===== src/rtl/char_buffer_start.sv =====
// 16x16 start-screen character buffer: 1-cycle registered read port plus a byte-stream writer with
// newline/clear control codes. Define CHAR_BUF_START_MSG_EN to preload "PRESS START" after reset.
module char_buffer_start #(
    parameter logic [7:0] CLEAR_CHAR = 8'h20,
    parameter logic [7:0] NL_CHAR    = 8'h0A,
    parameter logic [7:0] FF_CHAR    = 8'h0C
) (
    input  logic       clk,
    input  logic       rst,
    input  logic [7:0] char_xy,
    output logic [7:0] char_code,
    input  logic       wr_valid,
    input  logic [7:0] wr_data,
    output logic       wr_ready,
    input  logic       clr_req,
    output logic       busy,
    output logic [7:0] cursor
);

    localparam logic [1:0] S_CLEAR = 2'd0;
    localparam logic [1:0] S_IDLE  = 2'd1;
    localparam logic [1:0] S_HOLD  = 2'd2;
`ifdef CHAR_BUF_START_MSG_EN
    localparam logic [1:0] S_LOAD  = 2'd3;
    localparam logic [7:0] MSG_LAST = 8'd10;

    function automatic logic [7:0] msg_byte(input logic [3:0] idx);
        case (idx)
            4'd0:    msg_byte = 8'h50;
            4'd1:    msg_byte = 8'h52;
            4'd2:    msg_byte = 8'h45;
            4'd3:    msg_byte = 8'h53;
            4'd4:    msg_byte = 8'h53;
            4'd5:    msg_byte = 8'h20;
            4'd6:    msg_byte = 8'h53;
            4'd7:    msg_byte = 8'h54;
            4'd8:    msg_byte = 8'h41;
            4'd9:    msg_byte = 8'h52;
            4'd10:   msg_byte = 8'h54;
            default: msg_byte = CLEAR_CHAR;
        endcase
    endfunction

    logic       r_load_pend;
`endif

    logic [7:0] r_mem [0:255];
    logic [1:0] r_state;
    logic [7:0] r_clr_addr;
    logic [7:0] r_cursor;
    logic [7:0] r_char_code;
    logic       r_clr_pend;

    logic       w_clr_any;
    logic       w_xfer;
    logic       w_is_ff;
    logic       w_is_nl;
    logic       w_data_wr;
    logic       w_we;
    logic [7:0] w_waddr;
    logic [7:0] w_wdata;

    // A clear request (live or latched during HOLD) wins over a pending byte, which stays unconsumed.
    assign w_clr_any = clr_req | r_clr_pend;
    assign w_xfer    = (r_state == S_IDLE) && wr_valid && !w_clr_any;
    assign w_is_ff   = (wr_data == FF_CHAR);
    assign w_is_nl   = (wr_data == NL_CHAR);
    assign w_data_wr = w_xfer && !w_is_ff && !w_is_nl;

    assign wr_ready  = (r_state == S_IDLE);
    assign busy      = (r_state != S_IDLE) && (r_state != S_HOLD);
    assign cursor    = r_cursor;
    assign char_code = r_char_code;

    // NOTE: every signal driven here gets a default first, so no latch is inferred.
    always_comb begin
        w_we    = 1'b0;
        w_waddr = r_cursor;
        w_wdata = wr_data;
        case (r_state)
            S_CLEAR: begin
                w_we    = 1'b1;
                w_waddr = r_clr_addr;
                w_wdata = CLEAR_CHAR;
            end
`ifdef CHAR_BUF_START_MSG_EN
            S_LOAD: begin
                w_we    = 1'b1;
                w_waddr = r_clr_addr;
                w_wdata = msg_byte(r_clr_addr[3:0]);
            end
`endif
            S_IDLE:  w_we = w_data_wr;
            default: w_we = 1'b0;
        endcase
        if (rst) w_we = 1'b0;
    end

    // NOTE: the array has no reset; its contents are defined by the CLEAR sweep instead.
    always_ff @(posedge clk) begin
        if (w_we) r_mem[w_waddr] <= w_wdata;
    end

    // NOTE: non-blocking read of the array gives the old data on a same-cycle same-address write.
    always_ff @(posedge clk) begin
        if (rst) r_char_code <= 8'h00;
        else     r_char_code <= r_mem[char_xy];
    end

    always_ff @(posedge clk) begin
        if (rst) begin
            r_state    <= S_CLEAR;
            r_clr_addr <= 8'h00;
            r_cursor   <= 8'h00;
            r_clr_pend <= 1'b0;
`ifdef CHAR_BUF_START_MSG_EN
            r_load_pend <= 1'b1;
`endif
        end else begin
            case (r_state)
                S_CLEAR: begin
                    r_clr_addr <= r_clr_addr + 8'd1;
                    if (clr_req) begin
                        r_clr_addr <= 8'h00;
                    end else if (r_clr_addr == 8'hFF) begin
                        r_cursor <= 8'h00;
`ifdef CHAR_BUF_START_MSG_EN
                        r_state  <= r_load_pend ? S_LOAD : S_IDLE;
`else
                        r_state  <= S_IDLE;
`endif
                    end
                end
`ifdef CHAR_BUF_START_MSG_EN
                S_LOAD: begin
                    r_clr_addr <= r_clr_addr + 8'd1;
                    if (r_clr_addr == MSG_LAST) begin
                        r_state     <= S_IDLE;
                        r_cursor    <= 8'h10;
                        r_clr_addr  <= 8'h00;
                        r_load_pend <= 1'b0;
                    end
                end
`endif
                S_IDLE: begin
                    r_clr_pend <= 1'b0;
                    if (w_clr_any || (w_xfer && w_is_ff)) begin
                        r_state    <= S_CLEAR;
                        r_clr_addr <= 8'h00;
                    end else if (w_xfer && w_is_nl) begin
                        r_cursor <= {r_cursor[7:4] + 4'd1, 4'h0};
                    end else if (w_data_wr) begin
                        r_cursor <= r_cursor + 8'd1;
                        if (r_cursor == 8'hFF) r_state <= S_HOLD;
                    end
                end
                S_HOLD: begin
                    r_state <= S_IDLE;
                    if (clr_req) r_clr_pend <= 1'b1;
                end
                default: r_state <= S_CLEAR;
            endcase
        end
    end

endmodule


===== config.mk =====
export PLATFORM = sky130hd
export DESIGN_NAME = char_buffer_start
export DESIGN_NICKNAME = d
export VERILOG_FILES = /design/src/rtl/char_buffer_start.sv
export SDC_FILE = /design/constraint.sdc
export NUM_CORES = 2
export LEC_CHECK = 0
export ABC_CLOCK_PERIOD_IN_PS = 12400
export BUFFER_PORTS_ARGS = -buffer_cell sky130_fd_sc_hd__buf_2
export CAP_MARGIN = 15
export CORE_UTILIZATION = 60
export DETAILED_ROUTE_END_ITERATION = 16
export PLACE_DENSITY_LB_ADDON = 0.05
export SLEW_MARGIN = 10
export SYNTH_ARGS = -nofsm -noshare
export SYNTH_HDL_FRONTEND = slang
export SYNTH_SLANG_ARGS = --single-unit

===== constraint.sdc =====
create_clock -name clk -period 12.4 [get_ports clk]
set_input_delay 0.62 -clock clk [delete_from_list [all_inputs] [get_ports clk]]
set_output_delay 0.62 -clock clk [all_outputs]
set_load 0.005 [all_outputs]

==> flow_metrics.tcl <==
set metrics [dict create \
    fin_crit_ns 4.57 \
    crit_start "r_state[0]" \
    clock_latency_ns 0.84 \
    cts_buffers 205 \
    ff2ff_path_depth 8 \
    io_buffers 37 \
    final_max_slew_viol_count 0 \
    startpoint_type "flip-flop" \
    grt-ovfl-total 0 \
    path_clk_slew_ns 0.06 \
    worstPathMaxFanout 41 \
    ys.flop_type "edfxtp_1" \
    syn_area_mm2 0.0820 \
    gr-usage-all-layers_pct 31.4 \
    dpl.hpwl_mm 130 \
    multi_input_area_mm2 0.0183 \
    dieWidth_um 372 \
    htree_num_levels 4 \
    drtIter0Drc 5320 \
    syn_area_per_cell_um2 19.9 \
    rsz0062_at_grt "false" \
    synth-async-reset-ratio_pct 0 \
    max_stage_delay_ns 0.83 \
    grt_max_degree 198 \
    ir_worst_vdd_mv 0.134 \
    tightest_slew_ns 1.27 \
    worstPathArrival_ns 5.01 \
    cts_resized 0 \
    ios 38 \
    synthToLayoutAreaGrowth_pct 9.63 \
    r2r-start "r_state[0]" \
    grt_pass1_wl_mm 303 \
    r2r_slack_ns 7.83 \
    cts_tree "done" \
    fin_nets 4229 \
    min_period_over_period_pct 36.9 \
    utilization_pct 66.3 \
    cpMostUsedCell "nor2_1" \
    start_util_pct 60.5 \
    postCtsSetupBuffers 0 \
    routed_wl_mm 213 \
    worst_slack_ns 7.83 \
    hold_viol 0 \
    crit_slowest_cell "ha_2" \
    fin_worst_skew_ns 0.0337 \
    required_ns 12.84 \
    hold_class "in2reg" \
    cts_hold_buf 0 \
    antenna_found_initial 13 \
    hp-start "clr_req" \
    ff_latch_area_mm2 0.0620 \
    gp_congestion 0.880 \
    vias_per_cell 6.86 \
    n_antenna_cell 0 \
    fmax_mhz 219 \
    num_rows 135 \
    cts_num_sinks 2075 \
    post-place-ws_ns 7.48 \
    wl_per_cell_um 34.6 \
    power.density_mw_per_mm2 161 \
    via_count 42200 \
    die_h_um 372 \
    p_leak_nw 28.9 \
    endpoint "r_mem[24][6]" \
    syn_inst 4122 \
    grt_pass1_vias 41000 \
    drtAntennaViolNets 0 \
    reg2reg_to "r_mem[24][6]" \
    drc 0 \
    synth_edf_count 2048 \
    cts_buffer_depth 3 \
    syn_nets 4149 \
    core_mm2 0.136 \
    dieArea_mm2 0.138 \
    status "complete, no violations" \
    hold_depth 3 \
    worst-setup-path-type "reg2reg" \
    setup_tns_ns 0 \
    synth.distinct_cells 86 \
    cts_root_buffer "clkbuf_16" \
    ys_seq_elements 2075 \
    crit_chain "inv_1 -> ha_2 -> mux2i_1 -> nand2b_1 -> nor2_1 -> nand2_1 -> buf_4 -> nor2_1" \
    ys_warn_count 0 \
    maxCapViolCount 0 \
    synth_seq_area_share_pct 75.6 \
    max_slew_margin_pct 14.5 \
    nFillCells 8847 \
    dr.pass1.iters 5 \
    setup-violations-final 0 \
    drive_above_1_share_pct 17.5 \
    end_kind "flip-flop" \
]
[cells in the mapped netlist (all sizes together), types with 11 or more instances]
master	instances	area share [%]
a211oi	57	0.53
nand3	21	0.13
edfxtp	2048	75
o221ai	81	0.90
nor4	17	0.13
nand2b	11	0.084
nand2	120	0.55
a22oi	46	0.42
nor2	325	1.5
o31ai	13	0.12
mux4	365	10
o21ai	42	0.26
clkbuf	88	0.44
mux2	21	0.29
nor3	25	0.16
nand4	25	0.19
buf	158	1.8
o22ai	108	0.82
a21oi	50	0.31
mux2i	318	3.9
nor2b	16	0.12
dfxtp	27	0.66
nand3b	11	0.11
and2	12	0.092
[worst max-delay path: cells and delay by family, from the launching register on]
kind	cells	cell delay, ns
buf+inv	2	0.60
mux	1	0.51
flops	1	0.34
fa+ha+maj	1	0.83
simple gates	4	1.89
[stage by stage]
stage | area (um2) | hold slack, ns | power, mW | std cells
2_1_floorplan | 82000 | 0.472 | 8.40 | 4122
3_3_place_gp | 83500 | 0.493 | 8.64 | 5776
3_5_place_dp | 83500 | 0.501 | 8.65 | 5776
4_1_cts | 89900 | 0.0733 | 14.6 | 6153
5_1_grt | 89900 | 0.123 | 14.9 | 6153
6_report | 89900 | 0.131 | 14.5 | 6153
[kinds of logic (layout without fill, tap and decap cells)]
logic type | after synthesis | count (layout) | share of synthesized area [%]
AOI/OAI and AO/OA | 457 | 457 | 4.01
xor gates and xnor gates | 12 | 12 | 0.128
adders and majority gates | 7 | 7 | 0.107
buffers and inverters | 254 | 504 | 2.26
DFF | 2075 | 2075 | 75.6
muxes | 704 | 704 | 14.5
and+or+nand+nor | 613 | 613 | 3.38
[area by class of cell]
cell class	instances	area share [%]
Clock buffer	254	5.94
Clock inverter	123	1.24
Inverter	8	0.0362
Multi-Input combinational cell	1793	20.3
Sequential cell	2075	69.0
Tap cell	1781	2.48
Timing Repair Buffer	119	1.03
[worst min path at each step]
stage	end	slack, ns
3_5_place_dp	r_clr_pend	0.50
3_3_place_gp	r_clr_pend	0.49
6_report	r_clr_pend	0.13
2_1_floorplan	r_clr_pend	0.47
4_1_cts	r_clr_pend	0.07
5_1_grt	r_clr_pend	0.12
[power by group]
| part | switching (mW) | leakage, nW | total (mW) | internal, mW |
|---|---|---|---|---|
| Sequential | 0.0129 | 19.0 | 7.76 | 7.75 |
| Combinational | 0.529 | 6.72 | 0.747 | 0.218 |
| Clock | 2.61 | 3.16 | 6.02 | 3.41 |
[flip-flops by register name (all words and copies together) (netlist names)]
signal / cells
r_clr_pend: 1
r_mem: 2048
r_clr_addr: 8
cursor: 8
char_code: 8
r_state: 2
[cell usage in the layout (no fill, tap or decap), drive strengths merged, types with 7 or more instances in the layout]
master   count
nand3       21
nor3        25
a211oi      57
nand4       25
o221ai      81
a2111oi      8
mux4       365
edfxtp    2048
buf        119
clkbuf     254
clkinv      93
nor2       325
o22ai      108
nor4        17
nand3b      11
inv         15
mux2        21
o21ai       42
ha           7
and2        12
o31ai       13
bufinv      17
nand2      120
a21oi       50
nand2b      11
mux2i      318
nor2b       16
xor2         9
a22oi       46
dfxtp       27
[metal layers]
metal  global-route usage [%]  wire length, um  up-vias  part of all wire, %
li1                         -                -    17300                    -
met1                     46.7            86300    22200                   41
met2                     47.3            98900     2290                   46
met3                     6.12            20300      398                  9.5
met4                     10.4             7230       18                  3.4
met5                        0              109        -                0.051
(Power assumes the default switching activity.)
